[config.mk]
export PLATFORM = sky130hd
export DESIGN_NAME = vga_scanout
export DESIGN_NICKNAME = d
export VERILOG_FILES = /design/src/rtl/vga_scanout.sv
export SDC_FILE = /design/constraint.sdc
export NUM_CORES = 1
export LEC_CHECK = 0
export ABC_AREA = 1
export BUFFER_PORTS_ARGS = -buffer_cell sky130_fd_sc_hd__buf_2
export CAP_MARGIN = 10
export CORE_MARGIN = 4
export CORE_UTILIZATION = 55
export DETAILED_ROUTE_END_ITERATION = 16
export PLACE_DENSITY = 0.79
export REMOVE_ABC_BUFFERS = 1
export SLEW_MARGIN = 5
export SYNTH_ARGS = -nofsm -noshare
export SYNTH_HDL_FRONTEND = slang
export SYNTH_SLANG_ARGS = --single-unit
export TNS_END_PERCENT = 100
[constraint.sdc]
create_clock -name clk -period 2.6 [get_ports clk]
set_clock_uncertainty 0.05 [all_clocks]
set_input_delay 0.52 -clock clk [delete_from_list [all_inputs] [get_ports clk]]
set_output_delay 0.52 -clock clk [all_outputs]
set_load 0.005 [all_outputs]
[src/rtl/vga_scanout.sv]
// VGA timing generator and frame-buffer scanout with tear-free buffer flipping.
// Optional feature: define SCANOUT_BORDER_EN to force a 1-pixel white border on the active area.
`timescale 1ns/1ps

module vga_scanout #(
    parameter int HOR_ACTIVE_PIXELS = 640,
    parameter int HOR_FRONT_PORCH   = 16,
    parameter int HOR_SYNC_PULSE    = 96,
    parameter int HOR_BACK_PORCH    = 48,
    parameter int VER_ACTIVE_PIXELS = 480,
    parameter int VER_FRONT_PORCH   = 10,
    parameter int VER_SYNC_PULSE    = 2,
    parameter int VER_BACK_PORCH    = 33,
    localparam int H_TOTAL    = HOR_ACTIVE_PIXELS + HOR_FRONT_PORCH + HOR_SYNC_PULSE + HOR_BACK_PORCH,
    localparam int V_TOTAL    = VER_ACTIVE_PIXELS + VER_FRONT_PORCH + VER_SYNC_PULSE + VER_BACK_PORCH,
    localparam int ADDR_WIDTH = $clog2(HOR_ACTIVE_PIXELS * VER_ACTIVE_PIXELS)
) (
    input  logic                  clk,
    input  logic                  rst,
    output logic [ADDR_WIDTH-1:0] read_addr,
    input  logic                  read_data,
    input  logic                  frame_ready,
    output logic                  swap,
    output logic                  vga_hsync,
    output logic                  vga_vsync,
    output logic                  vga_de,
    output logic                  vga_pixel
);

    localparam int H_W = $clog2(H_TOTAL);
    localparam int V_W = $clog2(V_TOTAL);

    localparam logic [H_W-1:0] H_LAST     = H_W'(H_TOTAL - 1);
    localparam logic [H_W-1:0] H_ACT      = H_W'(HOR_ACTIVE_PIXELS);
    localparam logic [H_W-1:0] H_ACT_LAST = H_W'(HOR_ACTIVE_PIXELS - 1);
    localparam logic [H_W-1:0] HS_FIRST   = H_W'(HOR_ACTIVE_PIXELS + HOR_FRONT_PORCH);
    localparam logic [H_W-1:0] HS_LAST    = H_W'(HOR_ACTIVE_PIXELS + HOR_FRONT_PORCH + HOR_SYNC_PULSE - 1);

    localparam logic [V_W-1:0] V_LAST     = V_W'(V_TOTAL - 1);
    localparam logic [V_W-1:0] V_ACT      = V_W'(VER_ACTIVE_PIXELS);
    localparam logic [V_W-1:0] V_ACT_LAST = V_W'(VER_ACTIVE_PIXELS - 1);
    localparam logic [V_W-1:0] VS_FIRST   = V_W'(VER_ACTIVE_PIXELS + VER_FRONT_PORCH);
    localparam logic [V_W-1:0] VS_LAST    = V_W'(VER_ACTIVE_PIXELS + VER_FRONT_PORCH + VER_SYNC_PULSE - 1);

    logic [H_W-1:0] h_cnt;
    logic [V_W-1:0] v_cnt;
    logic           h_wrap;
    logic           frame_wrap;
    logic           active_s0;
    logic           swap_point;
    logic           pending;

    assign h_wrap     = (h_cnt == H_LAST);
    assign frame_wrap = h_wrap && (v_cnt == V_LAST);
    assign active_s0  = (h_cnt < H_ACT) && (v_cnt < V_ACT);
    assign swap_point = (h_cnt == '0) && (v_cnt == V_ACT);

    // Stage 0: raster position and the matching frame-buffer address.
    // NOTE: sequential state uses non-blocking assignments so every register samples pre-edge values.
    always_ff @(posedge clk or posedge rst) begin
        if (rst) begin
            h_cnt <= '0;
            v_cnt <= '0;
        end else if (h_wrap) begin
            h_cnt <= '0;
            v_cnt <= (v_cnt == V_LAST) ? '0 : v_cnt + 1'b1;
        end else begin
            h_cnt <= h_cnt + 1'b1;
        end
    end

    // Running count of active pixels already shown this frame; equals v*H_ACTIVE+h on active pixels.
    always_ff @(posedge clk or posedge rst) begin
        if (rst) begin
            read_addr <= '0;
        end else if (frame_wrap) begin
            read_addr <= '0;
        end else if (active_s0) begin
            read_addr <= read_addr + 1'b1;
        end
    end

    // Stage 1: control registered once so it lines up with read_data, which returns one clock later.
    always_ff @(posedge clk or posedge rst) begin
        if (rst) begin
            vga_hsync <= 1'b1;
            vga_vsync <= 1'b1;
            vga_de    <= 1'b0;
        end else begin
            vga_hsync <= !((h_cnt >= HS_FIRST) && (h_cnt <= HS_LAST));
            vga_vsync <= !((v_cnt >= VS_FIRST) && (v_cnt <= VS_LAST));
            vga_de    <= active_s0;
        end
    end

`ifdef SCANOUT_BORDER_EN
    logic border_s0;
    logic border_s1;

    assign border_s0 = active_s0 &&
                       ((h_cnt == '0) || (h_cnt == H_ACT_LAST) ||
                        (v_cnt == '0) || (v_cnt == V_ACT_LAST));

    always_ff @(posedge clk or posedge rst) begin
        if (rst) begin
            border_s1 <= 1'b0;
        end else begin
            border_s1 <= border_s0;
        end
    end

    assign vga_pixel = vga_de & (read_data | border_s1);
`else
    // read_data already carries the stage-1 pixel; gating by the registered de keeps blanking black.
    assign vga_pixel = vga_de & read_data;
`endif

    // A frame_ready landing on the swap point itself is served by that swap, so it never sets pending.
    always_ff @(posedge clk or posedge rst) begin
        if (rst) begin
            pending <= 1'b0;
        end else if (swap_point) begin
            pending <= 1'b0;
        end else if (frame_ready) begin
            pending <= 1'b1;
        end
    end

    // Swap point is the first clock of vblank, so the flip can never land mid-picture.
    assign swap = swap_point & (pending | frame_ready);

endmodule

Word level (Yosys, flattened, before mapping) --
Index checks and enable logic that the tools add are counted.
Cells by class: add/sub/neg operators 3, order comparisons 6, eq/ne operators 3, mux-type cells 6, bitwise operators 3, reductions and logical operators 10
Operators by type and width (count):
- $mux W19 | 2
- $add A10 B1 Y10 const B | 2
- $eq A10 B10 Y1 const B | 2
- $mux W10 | 2
- $add A19 B1 Y19 const B | 1
- $eq A10 B9 Y1 const B | 1
- $ge A10 B10 Y1 const B | 1
- $ge A10 B9 Y1 const B | 1
- $le A10 B10 Y1 const B | 1
- $le A10 B9 Y1 const B | 1
- $logic_not A10 Y1 | 1
- $lt A10 B10 Y1 const B | 1
- $lt A10 B9 Y1 const B | 1
- $logic_and A1 B1 Y1 | 5
- $reduce_bool A2 Y1 | 2
- $and A1 B1 Y1 | 2
- $logic_not A1 Y1 | 2
- $mux W1 | 2
- $or A1 B1 Y1 | 1
Storage, ports and cells: register bits 43

Longest topological paths before layout --
Gate-level depths: netlist of run 1.
depth after elaboration 4, gate-level depth with buffers 9

Worst setup path before layout of run 1 --
No wires, ideal clock.
path kind flip-flop to output port, start point register v_cnt[0], end point output swap, arrival time 1.154 ns, required time 2.030 ns, setup slack 0.876 ns, stages on the path, launching flop included 7, path buffers 0, path through dfrtp_1 > inv_1 > ha_1 > nand2_1 > nor3_1 > nand2_1 > nor2_1
On the way: cells in the longest elaborated chain, start to end 3
Ends and longest elaborated chain:
- from (decl) | line 46 | logic [V_W-1:0] v_cnt;
- from (signal assigned) | line 66 | v_cnt <= (v_cnt == V_LAST) ? '0 : v_cnt + 1'b1;
- $eq A10 B9 Y1 | line 56 | assign swap_point = (h_cnt == '0) && (v_cnt == V_ACT);
- $logic_and A1 B1 Y1 | line 56
- $and A1 B1 Y1 | line 130 | assign swap = swap_point & (pending | frame_ready);
- to (decl) | line 23 | output logic swap,
No other way between the ends.

Worst setup path in the final report of run 1 --
Same ends and word-level chain as after synthesis.

==> reports/results.ini, run 1 <==
[job]
max_cap_viol_count=0

[grt]
grt.total_usage_pct=20.1
grt_max_degree=29
grt_overflow=0
grt_pass1_wl_um=9820
antenna_found_initial=0
grt_pass1_vias=2241

[finish]
final_layout_size_suffix_gt1_share_pct=15.9
area_growth_pct=9.51
final_nets=380
diodes=0

[clocking]
cts_hold_buf=0
clock_latency_ns=0.30
numCtsBuffers=5
path_clk_slew_ns=0.08
cts_resized=0
cts_buffer_depth=2
postCtsSetupBuffers=0
clock_sinks=43
root_buffer=clkbuf_8
cts_tree=done
h-tree-depth=2

[sta]
setup_viol_count_final=0
post-route-min-period_ns=2.29
hold_viol=0
fin_tns_setup_ns=0
worst-slew-pin-transition_ns=0.600
report.final.slew_viol_count=0
slew_headroom_pct=59.8
grt_setup_unrepaired=no
fmax_mhz=437
worst_hold_slack_ns=0.150
finalCritPeriodShare_pct=88.1

[route]
wl_per_cell_um=13.2
wirelength_um=5590
first_iter_violations=235
route.detailed.drc=0
num_vias=2383
via_per_inst=5.62
ant_nets=0
firstDrtPassIters=4

[pwr]
vdd_drop_max_uv=325
powerDensity_nw_per_um2=406
power_leakage_nw=1.49

[die]
row_count=24
io_pins=28
core_um2=4470
die_h_um=76.8
start_util_pct=58.2
die_width_um=76.8
die_area_um2=5900

[yosys]
synth_cell_types=32
synthCells=342
synth-edff-count=0
synth_seq_cells=43
yosys-top-cells-area=dfrtp_1 39%, nand2_1 11%, nand3_1 8.4%
netlist.area_leader.share_pct=39.4
synthArstFlopShare_pct=100
synth.most_common_cell=nand2_1
synth_top_area_cell=dfrtp_1
synth_area_per_cell_um2=7.62
ys_warn_count=0
syn_area_um2=2610
yosys-top-cells-count=79 x nand2_1, 44 x inv_1, 44 x nand3_1, 44 x nor2_1, 41 x dfrtp_1
synth_seq_area_share_pct=41.4
synthFlopType=dfrtp_1

[worst_hold_path]
timing.hold.worst.class=in -> async

[setup_path]
rr_endpoint=read_addr[3]
regToRegSetupSlack_ns=0.65
setup.worst_path.class=reg -> out
reg2reg_from=h_cnt[0]
crit_arrival_ns=1.72
path_max_fanout=5
worstPathCellList=inv_1, ha_1, nand2_1, nor3_1, nand2_1, nor2_1, buf_2
reg2reg_depth=7
cp-start-kind=register
slowest_delay_ns=0.45
crit_path_frequent_cell=nand2_1
cp-end-kind=output port
slowest_stage=dfrtp_1
crit_end=swap
worst_ep_required_time_ns=2.03
startpoint=v_cnt[0]

[placed_design]
dp.final_hpwl_um=4090
routabilityCongestion=0.924
numPortBuffers=27

[outcome]
status=complete, no violations

[cell type report]
| cell class | instances | area [µm²] |
|---|---|---|
| clock buffer | 7 | 96.3 |
| clock inverter | 1 | 7.51 |
| fill | 392 | 1620 |
| inverter | 45 | 169 |
| multi-input combinational | 248 | 1290 |
| sequential | 43 | 1080 |
| tap | 52 | 65.1 |
| timing repair buffer | 28 | 143 |
[worst min-delay path by stage]
stage / start / end / slack, ns
detailed placement: h_cnt[0] / h_cnt[0] / 0.47
global route: rst / read_addr[18] / 0.18
CTS: rst / read_addr[17] / 0.16
finish: rst / read_addr[17] / 0.15
global placement: pending / pending / 0.44
floorplan: v_cnt[1] / vga_vsync / 0.40
[cells by family after synthesis]
kind of cell               Yosys count  synth area share [%]
adders and majority gates            5                  2.40
AOI/OAI and AO/OA                   28                  6.10
xor gates and xnor gates             8                  3.26
buffers and inverters               51                  8.93
and+or+nand+nor                    207                  37.9
DFF                                 43                  41.4
[where the power goes]
group | leakage [nW] | switching (mW) | internal (mW)
Sequential | 0.555 | 0.0000000000000000109 | 0.668
Clock | 0.0505 | 0.231 | 0.242
Combinational | 0.884 | 0.0142 | 0.00340
Total | 1.49 | 0.245 | 0.913
[per-layer routing]
metal  global-route usage [%]  vias up  wire [µm]
met3                     3.75       15        321
met1                     26.3     1116       2470
li1                         -     1173          -
met2                     33.4       79       2690
met4                     6.88        0        105
met5                        0        -          0
[layout by cell type (no fill, tap or decap), types with 6 or more instances in the layout]
cell type,n
nand4_1,16
dfrtp_1,41
o21ai_0,11
nor2_1,44
a21oi_1,10
clkbuf_8,7
xor2_1,6
nand3_1,44
inv_1,43
buf_2,27
nand2_1,79
[worst max-delay path: cells and delay by family (launching register included)]
| kind | cells | cell delay, ns |
|---|---|---|
| flip-flops | 1 | 0.45 |
| adder cells (fa/ha/maj) | 1 | 0.21 |
| AND/OR/NAND/NOR | 4 | 0.50 |
| buffers and inverters | 2 | 0.25 |
[metrics by stage]
step / util, % / area, µm² / total power [mW] / worst slack, ns / instances
after floorplan: - / 2540 / 0.692 / 0.876 / 336
after global placement: 61.5 / 2750 / 0.700 / 0.690 / 416
after detailed placement: 61.5 / 2750 / 0.700 / 0.628 / 416
after CTS: 63.8 / 2850 / 1.17 / 0.290 / 424
after global routing: 63.8 / 2850 / 1.21 / 0.0908 / 424
final: 63.8 / 2850 / 1.16 / 0.309 / 424
[registers in the layout, indices dropped and copies added, names as in the netlist]
name       count
h_cnt         10
pending        1
read_addr     19
v_cnt         10
vga_de         1
vga_hsync      1
vga_vsync      1
No activity file was read; power rests on OpenSTA's default activity.
==> inputs of run 2 (changes only) <==
Settings changed: PLACE_DENSITY 0.79 to 0.83.
==> reports/results.ini, run 2 (synthesis results as in run 1) <==
[grt]
grt_pass1_vias=2126  ; -5.1%
grt.total_usage_pct=20.2  ; +0.075 points
grt_max_degree=24  ; -17%
antenna_found_initial=0  ; unchanged
grt_overflow=0  ; unchanged
grt_pass1_wl_um=9740  ; -0.77%

[finish]
final_nets=381  ; +0.26%
final_core_util_pct=64.0  ; +0.22 points
diodes=0  ; unchanged
layout_commonest_cell=nand2_1
largest_reg_flops=19  ; unchanged
top_regs=read_addr x19, h_cnt x10, v_cnt x10
fillers=387  ; -1.3%
final_cell_mix=79 x nand2_1, 44 x nand3_1, 44 x nor2_1
area_growth_pct=9.89
largest-register=read_addr
final_layout_size_suffix_gt1_share_pct=15.5  ; -0.31 points
final_cells=425  ; +0.24%

[clocking]
clock_latency_ns=0.30  ; about the same
h-tree-depth=2  ; unchanged
path_clk_slew_ns=0.08  ; about the same
postCtsSetupBuffers=0  ; unchanged
cts_resized=0  ; unchanged
cts_tree=done
root_buffer=clkbuf_8
numCtsBuffers=5  ; unchanged
cts_hold_buf=0  ; unchanged
clock_sinks=43  ; unchanged
cts_buffer_depth=2  ; unchanged

[setup_path]
path_max_fanout=5  ; unchanged
regToRegSetupSlack_ns=0.65  ; about the same
reg2reg_depth=7  ; unchanged
worst_ep_required_time_ns=2.03  ; about the same
slowest_delay_ns=0.46  ; about the same
crit_path_frequent_cell=nand2_1
crit_arrival_ns=1.79  ; +0.07 ns
cp-end-kind=output port
rr_endpoint=read_addr[3]
setup.worst_path.class=reg -> out
worstPathCellList=inv_1, ha_1, nand2_1, nor3_1, nand2_1, nor2_1, buf_2
reg2reg_from=h_cnt[0]
cp-start-kind=register
slowest_stage=dfrtp_1

[sta]
worst-slew-pin-transition_ns=0.641  ; +0.0412 ns
fmax_mhz=424  ; -2.9%
fin_tns_setup_ns=0  ; unchanged
report.final.slew_viol_count=0  ; unchanged
slew_headroom_pct=57.0  ; -2.8 points
hold_viol=0  ; unchanged
setup_viol_count_final=0  ; unchanged
grt_setup_unrepaired=no
finalCritPeriodShare_pct=90.7  ; +2.6 points
post-route-min-period_ns=2.36  ; +0.0675 ns

[pwr]
vdd_drop_max_uv=340  ; +4.6%
power_leakage_nw=1.50  ; +0.46%
powerDensity_nw_per_um2=421  ; +3.6%

[route]
wirelength_um=5590  ; about the same
ant_nets=0  ; unchanged
via_per_inst=5.44  ; -3.2%
first_iter_violations=200  ; -15%
num_vias=2312  ; -3.0%
route.detailed.drc=0  ; unchanged
wl_per_cell_um=13.1  ; -0.22%
firstDrtPassIters=4  ; unchanged

[placed_design]
routabilityCongestion=0.919  ; -0.48%
numPlacedInstances=417  ; +0.24%
numPortBuffers=27  ; unchanged
dp.final_hpwl_um=4010  ; -2.0%

[job]
max_cap_viol_count=0  ; unchanged

[die]
die_width_um=76.8  ; unchanged
die_h_um=76.8  ; unchanged
start_util_pct=58.2  ; unchanged
die_area_um2=5900  ; unchanged
row_count=24  ; unchanged
core_um2=4470  ; unchanged
io_pins=28  ; unchanged

[worst_hold_path]
timing.hold.worst.class=in -> async

[outcome]
status=complete, no violations

run 2: power by group:
part / switching [mW] / internal (mW)
logic: 0.0142 / 0.00438
registers: 0.0000000000000000122 / 0.668
clock network: 0.230 / 0.288
total: 0.245 / 0.960
run 2: critical path: cells and delay by family, from the launching register on:
family                     cells  cell delay [ns]
and+or+nand+nor                4             0.54
buffers and inverters          2             0.26
DFF                            1             0.46
adders and majority gates      1             0.22
run 2: through the flow:
stage	worst slack (ns)	hold WS [ns]	total power, mW	cell area [µm²]
5_1_grt	0.148	0.207	1.25	2860
3_3_place_gp	0.695	0.444	0.701	2760
6_report	0.242	0.160	1.20	2860
3_5_place_dp	0.596	0.449	0.701	2760
2_1_floorplan	0.876	0.396	0.692	2540
4_1_cts	0.259	0.179	1.21	2860
run 2: layout make-up:
class / instances / area (µm²) / area share, %
tap: 52 / 65.1 / 2.27
multi-input combinational: 248 / 1290 / 45.2
timing repair buffer: 29 / 150 / 5.24
sequential: 43 / 1080 / 37.7
clock inverter: 1 / 30.0 / 1.05
clock buffer: 7 / 76.3 / 2.66
inverter: 45 / 169 / 5.90
run 2: how the worst max path moves through the flow:
stage | from | endpoint | slack [ns] | cells past startpoint
floorplan | v_cnt[0] | swap | 0.88 | 6
global placement | v_cnt[0] | swap | 0.69 | 7
detailed placement | v_cnt[0] | swap | 0.60 | 7
CTS | v_cnt[0] | swap | 0.26 | 7
global route | v_cnt[0] | swap | 0.15 | 7
finish | v_cnt[0] | swap | 0.24 | 7
run 2: per-layer routing:
| layer | track usage, % | share of wire (%) |
|---|---|---|
| met1 | 28.1 | 47 |
| met2 | 31.6 | 46 |
| met3 | 4.22 | 5.1 |
| met4 | 5.98 | 1.5 |
| met5 | 0 | 0 |
==> inputs of run 3 (changes only) <==
Settings changed: PLACE_DENSITY 0.83 to 0.8.
==> reports/results.ini, run 3 (synthesis results as in run 1) <==
[die]
die_area_um2=5900  ; unchanged
die_h_um=76.8  ; unchanged
core_um2=4470  ; unchanged
row_count=24  ; unchanged
io_pins=28  ; unchanged
die_width_um=76.8  ; unchanged
start_util_pct=58.2  ; unchanged

[finish]
layout_commonest_cell=nand2_1
final_layout_size_suffix_gt1_share_pct=15.6  ; +0.042 points
final_nets=380  ; -0.26%
largest_reg_flops=19  ; unchanged
area_growth_pct=9.36
final_cells=424  ; -0.24%
fillers=387  ; unchanged
final_cell_mix=79 x nand2_1, 44 x nand3_1, 44 x nor2_1
top_regs=read_addr x19, h_cnt x10, v_cnt x10
multi_input_area_um2=1290  ; unchanged
diodes=0  ; unchanged
largest-register=read_addr
seq_area_um2=1080  ; unchanged

[pwr]
power_leakage_nw=1.49  ; -0.38%
powerDensity_nw_per_um2=405  ; -3.7%
vdd_drop_max_uv=278  ; -18%

[clocking]
postCtsSetupBuffers=0  ; unchanged
cts_tree=done
clock_sinks=43  ; unchanged
cts_resized=0  ; unchanged
clock_latency_ns=0.30  ; about the same
cts_buffer_depth=2  ; unchanged
cts_hold_buf=0  ; unchanged
h-tree-depth=2  ; unchanged
path_clk_slew_ns=0.09  ; about the same
root_buffer=clkbuf_8
numCtsBuffers=5  ; unchanged

[route]
via_per_inst=5.49  ; +0.97%
first_iter_violations=256  ; +28%
firstDrtPassIters=7  ; +3
wirelength_um=5580  ; -0.18%
route.detailed.drc=0  ; unchanged
wl_per_cell_um=13.2  ; about the same
num_vias=2329  ; +0.74%
ant_nets=0  ; unchanged

[grt]
grt_overflow=0  ; unchanged
grt.total_usage_pct=20.0  ; -0.16 points
grt_max_degree=32  ; +33%
grt_pass1_vias=2134  ; +0.38%
antenna_found_initial=0  ; unchanged
grt_pass1_wl_um=9740  ; about the same

[setup_path]
crit_arrival_ns=1.74  ; -0.05 ns
path_max_fanout=5  ; unchanged
cp-start-kind=register
cp-end-kind=output port
setup.worst_path.class=reg -> out
reg2reg_from=h_cnt[0]
startpoint=v_cnt[0]
worst_ep_required_time_ns=2.03  ; about the same

[sta]
fmax_mhz=434  ; +2.2%
post-route-min-period_ns=2.31  ; -0.0516 ns
hold_viol=0  ; unchanged
setup_viol_count_final=0  ; unchanged
fin_tns_setup_ns=0  ; unchanged
report.final.slew_viol_count=0  ; unchanged
finalCritPeriodShare_pct=88.7  ; -2.0 points
slew_headroom_pct=68.5  ; +11 points
worst-slew-pin-transition_ns=0.470  ; -0.171 ns
grt_setup_unrepaired=no

[job]
max_cap_viol_count=0  ; unchanged

[worst_hold_path]
timing.hold.worst.class=in -> async

[placed_design]
numPlacedInstances=416  ; -0.24%
routabilityCongestion=1.01  ; +9.5%
numPortBuffers=27  ; unchanged
dp.final_hpwl_um=4040  ; +0.71%

[outcome]
status=complete, no violations

[run 3: cell count changes in the layout (fill, tap and decap cells not counted)]
| cell | before | now |
|---|---|---|
| buf_4 | 2 | 1 |
| clkbuf_8 | 5 | 7 |
| clkbuf_1 | 2 | 1 |
| bufinv_16 | 1 | 0 |
[run 3: metal layers]
layer	GRT usage (%)	vias to the layer above	wire length (µm)
li1	-	1163	-
met1	27.4	1088	2600
met2	31.4	70	2600
met3	3.51	8	313
met4	7.97	0	70
met5	0	-	0
[run 3: per-stage QoR]
stage / hold slack, ns / setup slack [ns] / power [mW] / instance area, µm² / utilization, %
6_report: 0.108 / 0.293 / 1.16 / 2850 / 63.7
3_5_place_dp: 0.454 / 0.644 / 0.701 / 2750 / 61.5
2_1_floorplan: 0.396 / 0.876 / 0.692 / 2540 / -
4_1_cts: 0.130 / 0.280 / 1.17 / 2850 / 63.7
3_3_place_gp: 0.441 / 0.690 / 0.700 / 2750 / 61.5
5_1_grt: 0.138 / 0.106 / 1.20 / 2850 / 63.7
[run 3: final cells by class]
type	instances	area share [%]
Tap cell	52	2.28
Inverter	45	5.93
Multi-Input combinational cell	248	45.4
Timing Repair Buffer	28	5.00
Sequential cell	43	37.8
Clock buffer	8	3.51
[run 3: worst max-delay path, cell delays in order, from the launching register on]
cell	delay, ns
dfrtp_1	0.45
inv_1	0.13
ha_1	0.22
nand2_1	0.07
nor3_1	0.30
nand2_1	0.08
nor2_1	0.08
buf_2	0.11
[run 3: power breakdown]
group          total (mW)  internal (mW)  leakage (nW)         switching (mW)
Clock               0.469          0.243        0.0515                  0.227
Sequential          0.668          0.668         0.555  0.0000000000000000102
Combinational      0.0175        0.00341         0.884                 0.0141
[run 3: worst paths after layout]
kind / slack, ns / depth (start not counted) / to
hold / removal: 0.11 / 2 / read_addr[16]
setup / recovery: 0.29 / 7 / swap
max in group asynchronous: 1.63 / 3 / vga_vsync
hold reg to reg: 0.47 / 1 / vga_vsync
min in group clk: 0.46 / 3 / pending
setup reg to reg: 0.68 / 7 / read_addr[3]
